### config.mk
export PLATFORM = sky130hd
export DESIGN_NAME = position_encoder
export DESIGN_NICKNAME = d
export VERILOG_FILES = /design/src/rtl/position_encoder.sv
export SDC_FILE = /design/constraint.sdc
export NUM_CORES = 1
export LEC_CHECK = 0
export CAP_MARGIN = 20
export CORE_AREA = 2 2 66 62
export DETAILED_ROUTE_END_ITERATION = 10
export DIE_AREA = 0 0 68 64
export GPL_TIMING_DRIVEN = 1
export MAX_ROUTING_LAYER = met4
export PLACE_DENSITY = 0.78
export RECOVER_POWER = 50
export SLEW_MARGIN = 20
export SYNTH_ARGS = -nofsm -noshare
export SYNTH_HDL_FRONTEND = slang
export SYNTH_SLANG_ARGS = --single-unit
### constraint.sdc
create_clock -name clk -period 2.6 [get_ports clk]
set_input_delay 0.26 -clock clk [delete_from_list [all_inputs] [get_ports clk]]
set_output_delay 0.26 -clock clk [all_outputs]
set_load 0.02 [all_outputs]
### src/rtl/position_encoder.sv
// Keypad cell-select encoder: sync, debounce, single-press filter, release wait, valid/ready output.
// Optional ILLEGAL_MOVE_CHECK_EN rejects presses on occupied cells with a one-cycle illegal pulse.
//
// state    | meaning
// IDLE     | waiting for exactly one synchronized button
// DEBOUNCE | candidate button must stay stable for DEBOUNCE_CYCLES samples
// VALID    | pos_out presented, waiting for pos_ready
// RELEASE  | all buttons must read released for DEBOUNCE_CYCLES samples
module position_encoder #(
  parameter int DEBOUNCE_CYCLES = 4,
  parameter int CNT_W           = 8
) (
  input  logic       clk,
  input  logic       rst_n,
  input  logic [8:0] btn,
  input  logic [8:0] occupied,
  input  logic       pos_ready,
  output logic [3:0] pos_out,
  output logic       pos_valid,
  output logic       illegal,
  output logic       busy
);

  typedef enum logic [1:0] {IDLE, DEBOUNCE, VALID, RELEASE} state_t;

  localparam logic [CNT_W-1:0] CNT_LAST = CNT_W'(DEBOUNCE_CYCLES - 1);
  localparam logic [CNT_W-1:0] CNT_ONE  = CNT_W'(1);

  state_t           state, state_nxt;
  logic [8:0]       btn_q1, btn_s;
  logic [8:0]       cand, cand_nxt;
  logic [CNT_W-1:0] cnt, cnt_nxt;
  logic [3:0]       pos_nxt;
  logic             valid_nxt;
  logic             illegal_q, illegal_nxt;
  logic             btn_onehot;
  logic             reject;

  function automatic logic [3:0] encode(input logic [8:0] oh);
    logic [3:0] enc;
    enc = 4'd0;
    for (int i = 0; i < 9; i++) begin
      if (oh[i]) enc = 4'(i + 1);
    end
    return enc;
  endfunction

  assign btn_onehot = (btn_s != 9'd0) && ((btn_s & (btn_s - 9'd1)) == 9'd0);

`ifdef ILLEGAL_MOVE_CHECK_EN
  assign reject  = (occupied & cand) != 9'd0;
  assign illegal = illegal_q;
`else
  logic unused_occupied;
  assign unused_occupied = ^{occupied, illegal_q};
  assign reject  = 1'b0;
  assign illegal = 1'b0;
`endif

  assign busy = (state != IDLE);

  always_comb begin
    state_nxt   = state;
    cand_nxt    = cand;
    cnt_nxt     = cnt;
    pos_nxt     = pos_out;
    valid_nxt   = pos_valid;
    illegal_nxt = 1'b0;
    case (state)
      IDLE: begin
        if (btn_onehot) begin
          cand_nxt  = btn_s;
          cnt_nxt   = CNT_ONE;
          state_nxt = DEBOUNCE;
        end
      end
      DEBOUNCE: begin
        if (btn_s != cand) begin
          cnt_nxt   = '0;
          state_nxt = IDLE;
        end else if (cnt == CNT_LAST) begin
          cnt_nxt = '0;
          if (reject) begin
            illegal_nxt = 1'b1;
            state_nxt   = RELEASE;
          end else begin
            pos_nxt   = encode(cand);
            valid_nxt = 1'b1;
            state_nxt = VALID;
          end
        end else begin
          cnt_nxt = cnt + CNT_ONE;
        end
      end
      VALID: begin
        if (pos_ready) begin
          valid_nxt = 1'b0;
          cnt_nxt   = '0;
          state_nxt = RELEASE;
        end
      end
      RELEASE: begin
        if (btn_s != 9'd0) begin
          cnt_nxt = '0;
        end else if (cnt == CNT_LAST) begin
          cnt_nxt   = '0;
          state_nxt = IDLE;
        end else begin
          cnt_nxt = cnt + CNT_ONE;
        end
      end
      default: state_nxt = IDLE;
    endcase
  end

  always_ff @(posedge clk) begin
    if (!rst_n) begin
      state     <= IDLE;
      btn_q1    <= '0;
      btn_s     <= '0;
      cand      <= '0;
      cnt       <= '0;
      pos_out   <= '0;
      pos_valid <= 1'b0;
      illegal_q <= 1'b0;
    end else begin
      state     <= state_nxt;
      btn_q1    <= btn;
      btn_s     <= btn_q1;
      cand      <= cand_nxt;
      cnt       <= cnt_nxt;
      pos_out   <= pos_nxt;
      pos_valid <= valid_nxt;
      illegal_q <= illegal_nxt;
    end
  end

endmodule

==> metrics.md <==
| Metric | Value |
|---|---|
| Layer with the highest usage | `met2` |
| Core Region | `3626 sq um` |
| CTS sink count | `42` |
| Critical R2R Launch | `btn_s[1]` |
| Most frequent cells in the layout | `dfxtp_1, and2_1, nand3_1` |
| Most common library cell in the layout ignoring fill and taps | `dfxtp_1` |
| Die W | `roughly 68 microns` |
| Fin. Hold Viols | `0` |
| Top_reg_cell synth | `dfxtp_1` |
| Crit path time final | `around 2100 ps` |
| Post-Syn Nets | `approximately 230` |
| Final period util | `81.00%` |
| DR iter-0 viols | `46` |
| Placer Congestion | `between 0.8 and 0.9` |
| M1 GR Usage | `21.16%` |
| YS warnings | `0` |
| Slew Limit Fails | `0` |
| Die Y | `around 64 microns` |
| PortBufs | `17` |
| Vias/cell | `about 5.2` |
| Dpl hpwl | `2.312 mm` |
| Leakage | `roughly 0.88 nW` |
| Met3 usage | `under 10%` |
| FP Rows | `21` |
| First-pass GRT wire length | `~6 mm` |
| Post-Syn Area | `approximately 1900 sq um` |
| Pwr dens | `621.0 nW/um^2` |
| Worst path arrival time | `2330 ps` |
| DRC | `0` |
| FMAX | `~470 MHz` |
| Synth top area cells | `dfxtp_1, and2_1, xor2_1` |
| DRT Wirelength | `around 3.2 mm` |
| Crit end category | `flip-flop` |
| Grt met2 use | `between 20% and 30%` |
| Slew HR | `around a fifth` |
| Avg Cell Area, Syn | `9.014 sq um` |
| CTS tree | `built` |
| Startpoint Class | `flip-flop` |
| Fin nets | `approximately 250` |
| TritonCTS Buffers | `5` |
| EDFF count, synth | `0` |
| Slew @ Worst Pin | `around 1200 ps` |
| Pre-CTS setup slack | `approximately 520 ps` |
| Synth area leader | `dfxtp_1` |
| Share of post-route cells with drive strength above 1 | `under 10%` |
| Hold path start | `btn_q1[1]` |
| RSZ-0062 raised after global routing | `false` |
| Grt total ovfl | `0` |
| Share of Yosys cell area claimed by the top area cell type | `45.28%` |
| Worst Hold Class | `reg -> reg` |
| CP startpoint | `btn_s[1]` |
| Worst Hold Slack | `between 400 and 500 ps` |
| Worst R2R Path Depth | `6` |
| GRT Resource Usage Total | `a little under a fifth` |
| Setup TNS | `0 ps` |
| Root Buffer | `clkbuf_8` |
| I/O pin count | `28` |
| Post-synthesis register bit count | `42` |
| Mapped Cells | `206` |
| Setup violators final | `0` |
| Largest net degree at the start of global routing | `39` |
| Hold_buf cts | `0` |
| Antenna diode count | `0` |
| Postcts setup bufs | `0` |
| Max clock buf depth | `2` |
| Initial core utilization | `about half` |
| Layout Skew | `between 6 and 7 ps` |
| Crit-path max FO | `18` |
| Sequential area share after synthesis | `a little under half` |
| Vias in the first global route | `around 1400` |
| Die area | `~4400 sq um` |
| Max cap viols | `0` |
| Yosys cell types | `between 40 and 50` |
| Post-CTS resize count | `0` |
| Hold path cells | `1` |
| Worst vdd ir | `0.0004516 V` |
| Setup CP Type | `reg -> reg` |
| Routed Antenna Nets | `0` |
| Pre-Repair DR Iteration Count | `4` |
| Clock latency on the worst-skew pair | `about 300 ps` |
| Ys async rst share | `0%` |
| Outcome | `finished clean` |
| Final worst slack | `a little under 500 ps` |
| Clk slew on worst S/H paths | `~80 ps` |
| DR vias | `approximately 1400` |
| Area growth, synth to finish | `16.98%` |
| Final core utilization | `59.90%` |
| H-tree Lvls | `2` |
| WP data required | `between 2000 and 3000 ps` |
| Wire length per cell | `about 12 microns` |
| Antenna violations before repair | `0` |
| Total power | `between 1 and 1.5 mW` |
state kept, by name, indices dropped and copies added, names as in the netlist, named ones only:
name and count:
btn_q1 9, btn_s 9, cand 9, cnt 8
pos_out 4, pos_valid 1, state 1
per-layer routing:
layer	vias to the layer above	wire length, microns
met4	0	44
met2	16	1561
met3	4	129
li1	745	-
met5	-	0
met1	657	1497
cell families (layout without fill, tap and decap cells):
kind of cell               count (synthesis)  count (layout)  share of synthesized area (%)
buffers and inverters                     10              30                          2.628
DFF                                       42              42                          45.28
muxes                                      3               3                          1.617
adders and majority gates                  2               2                          1.213
and+or+nand+nor                           94              94                          27.63
other                                      1               1                         0.2020
xor gates and xnor gates                  11              11                          5.189
AOI/OAI and AO/OA                         43              43                          16.24
critical path, cell delays in order, from the launching register on:
cell,delay (ps)
dfxtp_1,370
or4_4,560
o21a_1,180
o31a_1,280
a21oi_4,390
nand3_1,120
o21ai_0,130
report_power, final:
| group | internal [mW] | total, mW | leakage [nW] | switching (mW) |
|---|---|---|---|---|
| logic | 0.0735 | 0.153 | 0.489 | 0.0797 |
| registers | 0.667 | 0.692 | 0.343 | 0.0249 |
| clock network | 0.286 | 0.504 | 0.0514 | 0.218 |
| total | 1.03 | 1.35 | 0.883 | 0.322 |
synth_stat cells, types with 2 or more instances:
| cell | count |
|---|---|
| xor2_1 | 10 |
| clkbuf_1 | 6 |
| inv_1 | 2 |
| dfxtp_1 | 42 |
| nor3b_1 | 2 |
| and2_1 | 21 |
| nor2b_1 | 6 |
| mux2i_1 | 3 |
| and3_1 | 2 |
| nand3_1 | 16 |
| or2_2 | 3 |
| o21ai_0 | 15 |
| a22o_1 | 4 |
| o21a_1 | 3 |
| nor2_1 | 12 |
| nor4_1 | 4 |
| nand2_1 | 15 |
| nand2b_1 | 6 |
| a21oi_1 | 7 |
| a21bo_2 | 4 |
per-stage QoR:
step / std cells / cell area, sq um
floorplan: 206 / 1857
global placement: 264 / 2066
detailed placement: 264 / 2066
CTS: 272 / 2176
global route: 272 / 2172
finish: 272 / 2172
final cells by class:
type                       count  area, sq um
fill                         323         1454
multi-input combinational    154        967.2
sequential                    42        840.8
timing repair buffer          20        188.9
clock buffer                   6        72.57
tap                           46        57.56
clock inverter                 2        37.54
inverter                       2        7.507
final timing paths:
| path | to | slack (ps) |
|---|---|---|
| worst min register to register | btn_s[1] | 440 |
| worst max register to register | cand[5] | 490 |
| worst min-delay path | btn_s[1] | 440 |
| worst max-delay path | cand[5] | 490 |
Note: power is estimated with default switching activity, not from simulation.
